**src/rtl/mux4_rr_arbiter.sv**
```systemverilog
// Four-way round-robin arbiter with hold timeout that muxes one data bit from the owner.
// Define MUX4_ARB_FIXED_PRIO_EN to switch winner selection to fixed priority (lowest index first).
module mux4_rr_arbiter #(
    parameter int unsigned MAX_HOLD = 4
) (
    input  logic       clk,
    input  logic       rst,
    input  logic [3:0] req,
    input  logic [3:0] d,
    output logic [3:0] gnt,
    output logic [1:0] sel,
    output logic       valid,
    output logic       y
);

    typedef enum logic {
        IDLE  = 1'b0,
        GRANT = 1'b1
    } state_t;

    state_t     r_state;
    state_t     w_state_nxt;
    logic [1:0] r_sel;
    logic [1:0] w_sel_nxt;
    logic [1:0] r_last;
    logic [1:0] w_last_nxt;
    logic [3:0] r_cnt;
    logic [3:0] w_cnt_nxt;

    logic       w_any;
    logic       w_arb;
    logic [1:0] w_win;

    assign w_any = |req;
    assign w_arb = !req[r_sel] || (r_cnt == 4'(MAX_HOLD));

`ifdef MUX4_ARB_FIXED_PRIO_EN
    always_comb begin
        w_win = 2'd0;
        for (int unsigned k = 4; k > 0; k--) begin
            if (req[k-1]) w_win = 2'(k - 1);
        end
    end
`else
    // r_last always equals r_sel while granted, so one search start covers both
    // the idle case and the "owner searched last" rule at an arbitration point.
    always_comb begin
        logic [1:0] w_idx;
        w_win = 2'd0;
        w_idx = 2'd0;
        for (int unsigned k = 4; k > 0; k--) begin
            w_idx = r_last + 2'd1 + 2'(k - 1);
            if (req[w_idx]) w_win = w_idx;
        end
    end
`endif

    always_ff @(posedge clk) begin
        if (rst) begin
            r_state <= IDLE;
            r_sel   <= 2'd0;
            r_cnt   <= '0;
            r_last  <= 2'd3;
        end else begin
            r_state <= w_state_nxt;
            r_sel   <= w_sel_nxt;
            r_cnt   <= w_cnt_nxt;
            r_last  <= w_last_nxt;
        end
    end

    always_comb begin
        w_state_nxt = r_state;
        w_sel_nxt   = r_sel;
        w_cnt_nxt   = r_cnt;
        w_last_nxt  = r_last;
        unique case (r_state)
            IDLE: begin
                if (w_any) begin
                    w_state_nxt = GRANT;
                    w_sel_nxt   = w_win;
                    w_cnt_nxt   = 4'd1;
                    w_last_nxt  = w_win;
                end
            end
            GRANT: begin
                if (w_arb) begin
                    if (w_any) begin
                        w_sel_nxt  = w_win;
                        w_cnt_nxt  = 4'd1;
                        w_last_nxt = w_win;
                    end else begin
                        w_state_nxt = IDLE;
                        w_cnt_nxt   = '0;
                    end
                end else begin
                    w_cnt_nxt = r_cnt + 4'd1;
                end
            end
            default: w_state_nxt = IDLE;
        endcase
    end

    always_comb begin
        valid = (r_state == GRANT);
        sel   = r_sel;
        gnt   = valid ? (4'b0001 << r_sel) : '0;
        y     = valid & d[r_sel];
    end

endmodule

```
**config.mk**
```make
export PLATFORM = sky130hd
export DESIGN_NAME = mux4_rr_arbiter
export DESIGN_NICKNAME = d
export VERILOG_FILES = /design/src/rtl/mux4_rr_arbiter.sv
export SDC_FILE = /design/constraint.sdc
export NUM_CORES = 1
export LEC_CHECK = 0
export BUFFER_PORTS_ARGS = -buffer_cell sky130_fd_sc_hd__clkbuf_2
export CORE_UTILIZATION = 40
export CTS_BUF_LIST = sky130_fd_sc_hd__clkbuf_8
export DETAILED_ROUTE_END_ITERATION = 10
export MAX_ROUTING_LAYER = met4
export PLACE_DENSITY = 0.76
export SYNTH_ARGS = -nofsm -noshare
export SYNTH_HDL_FRONTEND = slang
export SYNTH_SLANG_ARGS = --single-unit
```
**constraint.sdc**
```tcl
create_clock -name clk -period 3.35 [get_ports clk]
set_input_delay 0.335 -clock clk [delete_from_list [all_inputs] [get_ports clk]]
set_output_delay 0.335 -clock clk [all_outputs]
set_load 0.05 [all_outputs]
```
* Word-level counts from Yosys, hierarchy flattened
Cells that the tools add are included.
Widths: inputs -> output; s select.
** Word-level totals
- Memory bits (read-only) :: 0
- Logic and storage cells :: 53
- Bits in latches :: 0
- Flip-flop bits (word level) :: 9
- Output and inout port bits :: 8
- Memories kept :: 0
- Bits in writable memories :: 0
- Input port bits :: 10
** Operators by class
- Equality and inequality tests :: 3
- Bitwise gates (word level) :: 2
- Mux-type cells :: 30
- Multiply operators :: 0
- Divide/modulo/power cells :: 0
- Add/subtract/negate cells :: 5
- Reduce and logical (&&, ||, !) cells :: 3
- Magnitude comparators :: 5
- Shift operators :: 1
** Operators with widths (count)
- $mux 2 :: 8
- $lt 2x3->1 const B :: 5
- $bmux 1 s2 :: 6
- $mux 4 :: 3
- $mux 1 :: 9
- $pmux 2 s2 :: 2
- $pmux 4 s2 :: 1
- $add 2x1->2 const B :: 2
- $add 2x2->2 const B :: 2
- $add 4x1->4 const B :: 1
- $eq 4x3->1 const B :: 1
- $reduce_or 4->1 :: 1
- $shl 1x2->4 const A :: 1
- $ne 2x1->1 const B :: 1
- $ne 2x2->1 const B :: 1
- $pmux 1 s2 :: 1
- $and 1x1->1 :: 1
- $logic_not 1->1 :: 1
- $logic_or 1x1->1 :: 1
- $not 1->1 :: 1

* Longest topological paths before layout
Gate-level depths: netlist of run 1.
- Depth after elaboration :: 11
- Mapped depth :: 6
- Depth with buffers taken out :: 6

* Worst setup path after synthesis of run 1
OpenSTA, ideal clock, no wires.
- Path type :: reg2out
- From :: reg r_state (netlist: valid)
- To :: out gnt[0]
- Data required time :: 3.015 ns
- Slack :: 0.920 ns
- Cell stages (with the launch flop) :: 3
- Path buffers :: 1
- Arrival time :: 2.095 ns
- Path through :: dfxtp_1 -> clkbuf_1 -> nor3b_1
** Between the ends
- Cells in the longest elaborated chain, start to end :: 1
** RTL lines
- start: declaration :: line 21 : state_t r_state;
- start signal: assignment :: line 65 : r_state <= w_state_nxt;
- $mux 4 :: line 107 : gnt = valid ? (4'b0001 << r_sel) : '0;
- end: declaration :: line 10 : output logic [3:0] gnt,
Every way passes these cells.

* Worst setup path in the final report of run 1
- From :: reg r_sel[0] (netlist: sel[0])
- To :: out y
** Between the ends
- Cells in the longest elaborated chain, start to end :: 3
** RTL lines
- start: declaration :: line 23 : logic [1:0] r_sel;
- start signal: assignment :: line 66 : r_sel <= w_sel_nxt;
- $bmux 1 s2 :: line 108 : y = valid & d[r_sel];
- $mux 1 (implied by the code) :: line 108
- $and 1x1->1 :: line 108
- end: declaration :: line 13 : output logic y
Every way passes these cells. The select of a mux whose other input is x is not followed.

==> results of run 1 <==
## cell families (layout without fill, tap and decap cells)
logic type                 count (synthesis)  after routing  synth area share, %
AOI/OAI and AO/OA                         16             16                 19.9
adders and majority gates                  2              2                 4.46
buffers and inverters                      8             27                 5.36
DFF                                        9              9                 32.1
muxes                                      2              2                 8.71
and+or+nand+nor                           28             28                 29.5
## report_power, final
group / internal (mW) / leakage [nW] / switching, mW
Combinational: 0.0380 / 0.203 / 0.0617
Sequential: 0.117 / 0.0744 / 0.0141
Clock: 0.0800 / 0.0269 / 0.0447
Total: 0.235 / 0.304 / 0.121
## flip-flops by register name, indices dropped and copies added (netlist names)
name	cells
r_cnt	4
r_last	2
sel	2
valid	1
## metal layers
metal	up-vias	global-route usage [%]
met4	0	5.17
met1	254	24.2
met2	14	33.2
li1	275	-
met5	-	-
met3	0	8.52
## worst paths after layout
| kind | start | endpoint | slack (ps) | depth (start not counted) |
|---|---|---|---|---|
| setup / recovery | sel[0] | y | 1400 | 3 |
| hold / removal | rst | sel[1] | 370 | 2 |
| setup reg to reg | sel[0] | sel[1] | 1540 | 4 |
| hold reg to reg | r_cnt[3] | r_cnt[3] | 480 | 2 |
## synth_stat cells, drive strengths merged
cell type	instances
nand3	2
buf	1
nand4b	1
a22oi	1
nor3	1
or3	1
inv	6
nor3b	2
o22ai	2
nand3b	1
dfxtp	9
a31o	1
o221a	1
nand2	4
o21ai	3
mux4	2
nor4	1
a2111oi	1
a21oi	6
nor2	7
or4	1
nor2b	1
and2	2
clkbuf	1
nand2b	2
and4b	1
and3	1
a211oi	1
ha	2
## final cells by class
type                       count  area [sq um]
clock inverter                 1          3.75
clock buffer                   3          41.3
tap                           15          18.8
timing repair buffer          17          85.1
multi-input combinational     48           350
fill                         135           599
sequential                     9           180
inverter                       6          22.5
## worst reg2reg max path: cells and delay by family (launching register included)
family	cells	cell delay, ps
simple gates	2	620
flops	1	430
compound gates	1	120
mux	1	570
==> results.sh, run 1 <==
export IMPL_status="finished clean"
export IMPL_coreArea_sq_um=1300
export IMPL_clk_latency_ps=230
export IMPL_crit_type="flop to output pin"
export IMPL_drtPass1Iterations=4
export IMPL_antenna_found_initial=0
export IMPL_slowest_delay_ps=560
export IMPL_via_per_inst=5.48
export IMPL_rows=13
export IMPL_cts_buffer_depth=2
export IMPL_finalWirelength_mm=1.25
export IMPL_endpoint_kind="output pin"
export IMPL_startpoint_type="flop"
export IMPL_synth_area_leaders="dfxtp_1, mux4_1, nor2_1"
export IMPL_fin_skew_ps=0.975
export IMPL_holdCritPathClass="input pin to flop"
export IMPL_synthCells=65
export IMPL_peakVddDrop_uv=226
export IMPL_num_vias=543
export IMPL_ys_types=31
export IMPL_drc=0
export IMPL_start_util_pct=43.1
export IMPL_gp_congestion=0.838
export IMPL_grt_overflow=0
export IMPL_ys_ff_latch=9
export IMPL_synth_area_sq_um=561
export IMPL_critPathMaxFanout=6
export IMPL_avgSynthCellArea_sq_um=8.62
export IMPL_yosys_area_top_type="dfxtp_1"
export IMPL_setup_viol=0
export IMPL_relSlewSlack_pct=76.4
export IMPL_cts_tree="done"
export IMPL_final_cell_mix="clkbuf_2, dfxtp_1, inv_1, nor2_1, a21oi_1"
export IMPL_cts_buffers=3
export IMPL_power_density_nw_per_um2=506
export IMPL_wl_per_cell_um=12.6
export IMPL_fp_dieW_um=39.4
export IMPL_grt_pass1_vias=475
export IMPL_critPathTopFamily="multiplexers"
export IMPL_yosys_warnings=0
export IMPL_cp_slowest_cell="mux4_1"
export IMPL_dp_cells=95
export IMPL_top_layer="met3"
export IMPL_cp_arrival_ps=1610
export IMPL_syn2layout_area_growth_pct=25.2
export IMPL_drive_gt1_share_pct=32.1
export IMPL_drtIter0Drc=9
export IMPL_synth_top_area_share_pct=32.1
export IMPL_cp_required_ps=3010
export IMPL_finalPower_uw=355
export IMPL_port_buffers=17
export IMPL_clk_root_buffer_cell="clkbuf_8"
export IMPL_fin_crit_sh_pct=58.2
export IMPL_setup_tns_ps=0
export IMPL_rsz0062_at_grt="no"
export IMPL_final_core_util_pct=53.9
export IMPL_cts_sinks=9
export IMPL_hold_viol=0
export IMPL_clk_pin_slew_ps=50
export IMPL_met3_length_um=53
export IMPL_cts_resized=0
export IMPL_layout_min_cycle_time_ps=1950
export IMPL_yosysSeqAreaShare_pct=32.1
export IMPL_fin_area_sq_um=702
export IMPL_syn_nets=77
export IMPL_crit_chain="mux4_1, and2_1, clkbuf_2"
export IMPL_grt_max_degree=12
export IMPL_met1_length_um=567
export IMPL_grt_first_pass_wirelength_mm=2.06
export IMPL_tightest_slew_ps=350
export IMPL_dp_slack_ps=1550
export IMPL_final_common_cell="clkbuf_2"
export IMPL_final_cells=99
export IMPL_drv_cap=0
export IMPL_hold_buffers=0
export IMPL_io_pins=18
export IMPL_route_met2_wl_um=627
export IMPL_diodes=0
export IMPL_layout_setup_ws_ps=1400
export IMPL_crit_buf_inv=1
export IMPL_final_antenna_net_count=0
export IMPL_max_freq_mhz=513
export IMPL_cts_setup_buffers=0
export IMPL_htreeDepth=1
export IMPL_final_nets=97
export IMPL_hpwl_um=944
export IMPL_hold_worst_slack_ps=370
export IMPL_leakage_nw=0.304
export IMPL_die_area_sq_um=1560
export IMPL_die_y_um=39.4
export IMPL_place_area_sq_um=657
export IMPL_final_max_slew_viol_count=0
export IMPL_grt_util_all_layers_pct=20.8
Note: power is estimated with default switching activity, not from simulation.
==> run 2: changes to the inputs <==
==> constraint.sdc (replaced) <==
create_clock -name clk -period 1.8 [get_ports clk]
set_input_delay 0.18 -clock clk [delete_from_list [all_inputs] [get_ports clk]]
set_output_delay 0.18 -clock clk [all_outputs]
set_load 0.05 [all_outputs]
==> run 2 against run 1 <==
Worst hold slack lost 150 ps. First-iteration DRC count up 56%. Worst setup slack worse by 1300 ps. Register-to-register slack got worse by 1500 ps. Combinational power up 94%. Routed wire length is 3.5% lower. Critical endpoint is now sel[1]. Largest cell class unchanged. Largest power group unchanged.
==> results.sh, run 2 (synthesized netlist as in run 1, its figures left out) <==
export IMPL_status="finished clean"
export IMPL_regArea_sq_um=185
export IMPL_syn2layout_area_growth_pct=30.1
export IMPL_grt_max_degree=12
export IMPL_drtPass1Iterations=3
export IMPL_wl_per_cell_um=12.2
export IMPL_tightest_slew_ps=406
export IMPL_relSlewSlack_pct=72.7
export IMPL_fp_dieW_um=39.4
export IMPL_final_cell_mix="clkbuf_2, inv_1, nor2_1, dfxtp_1, a21oi_1"
export IMPL_hold_worst_slack_ps=218
export IMPL_cp_arrival_ps=1870
export IMPL_crit_chain="mux4_2, and3_4, or3_4, a21oi_2"
export IMPL_layout_min_cycle_time_ps=1720
export IMPL_clk_root_buffer_cell="clkbuf_8"
export IMPL_hold_buffers=0
export IMPL_drtIter0Drc=14
export IMPL_io_pins=18
export IMPL_hpwl_um=915
export IMPL_setup_viol=0
export IMPL_largest_reg_flops=4
export IMPL_num_fill_cells=129
export IMPL_finalPower_uw=666
export IMPL_regMostFlops="r_cnt"
export IMPL_critPathMaxFanout=6
export IMPL_hold_viol=0
export IMPL_drive_gt1_share_pct=36.9
export IMPL_rsz0062_at_grt="no"
export IMPL_cp_required_ps=1960
export IMPL_startpoint_type="flop"
export IMPL_power_density_nw_per_um2=913
export IMPL_crit_type="flop to flop"
export IMPL_grt_util_all_layers_pct=20.2
export IMPL_die_y_um=39.4
export IMPL_fin_skew_ps=4.46
export IMPL_clk_latency_ps=230
export IMPL_port_buffers=17
export IMPL_grt_pass1_vias=467
export IMPL_final_nets=97
export IMPL_final_common_cell="clkbuf_2"
export IMPL_cts_tree="done"
export IMPL_coreArea_sq_um=1300
export IMPL_finalWirelength_mm=1.20
export IMPL_endpoint_kind="flop"
export IMPL_final_max_slew_viol_count=0
export IMPL_diodes=0
export IMPL_cts_buffer_depth=2
export IMPL_gp_congestion=0.800
export IMPL_cts_buffers=3
export IMPL_die_area_sq_um=1560
export IMPL_peakVddDrop_uv=394
export IMPL_leakage_nw=0.312
export IMPL_crit_buf_inv=0
export IMPL_holdCritPathClass="input pin to flop"
export IMPL_fin_crit_sh_pct=95.4
export IMPL_slowest_delay_ps=540
export IMPL_max_freq_mhz=583
export IMPL_via_per_inst=5.34
export IMPL_multi_input_comb_area_sq_um=373
export IMPL_cts_sinks=9
export IMPL_rows=13
export IMPL_critPathTopFamily="simple AND/OR/NAND/NOR gates"
export IMPL_grt_overflow=0
export IMPL_antenna_found_initial=0
export IMPL_clk_pin_slew_ps=50
export IMPL_grt_first_pass_wirelength_mm=1.99
export IMPL_htreeDepth=1
export IMPL_start_util_pct=43.1
export IMPL_drv_cap=0
export IMPL_num_vias=529
export IMPL_final_antenna_net_count=0
export IMPL_drc=0
export IMPL_cp_slowest_cell="mux4_2"
## run 2: repair_timing
action	CTS	global route
resized for setup	0	2
endpoints found under the setup margin	0	2
buffers inserted	0	0
## run 2: per-layer routing
| metal | vias to the layer above | global-route usage (%) | routed length (um) |
|---|---|---|---|
| met5 | - | - | 0 |
| met4 | 0 | 12.1 | 12 |
| met3 | 2 | 5.11 | 32 |
| met2 | 7 | 30.7 | 602 |
| met1 | 246 | 23.9 | 556 |
| li1 | 274 | - | - |
## run 2: final cells by class
type                    instances  share of cell area [%]
multi-input cells              48                    51.1
flip-flops and latches          9                    25.4
repair buffers                 17                    11.7
clock buffers                   3                    5.66
inverters                       6                    3.09
well taps                      15                    2.57
clock inverters                 1                   0.515
## run 2: final timing paths
check	startpoint	to	slack (ps)	cells after the start
min reg2reg	r_cnt[3]	r_cnt[3]	480	2
max reg2reg	sel[0]	sel[1]	80	4
max	sel[0]	sel[1]	80	4
min	rst	sel[1]	220	2
## run 2: stage by stage
step	setup WS, ps	instance area, sq um	std cells	utilization [%]	TNS, ps
2_1_floorplan	-37.0	576	65	-	-74.1
3_3_place_gp	114	672	95	51.6	0
3_5_place_dp	94.5	672	95	51.6	0
4_1_cts	76.7	717	99	55.1	0
5_1_grt	25.3	729	99	56.1	0
6_report	83.7	729	99	56.1	0
## run 2: power by group
group | switching (mW) | internal, mW
logic | 0.117 | 0.0761
registers | 0.0282 | 0.219
clock network | 0.0773 | 0.148
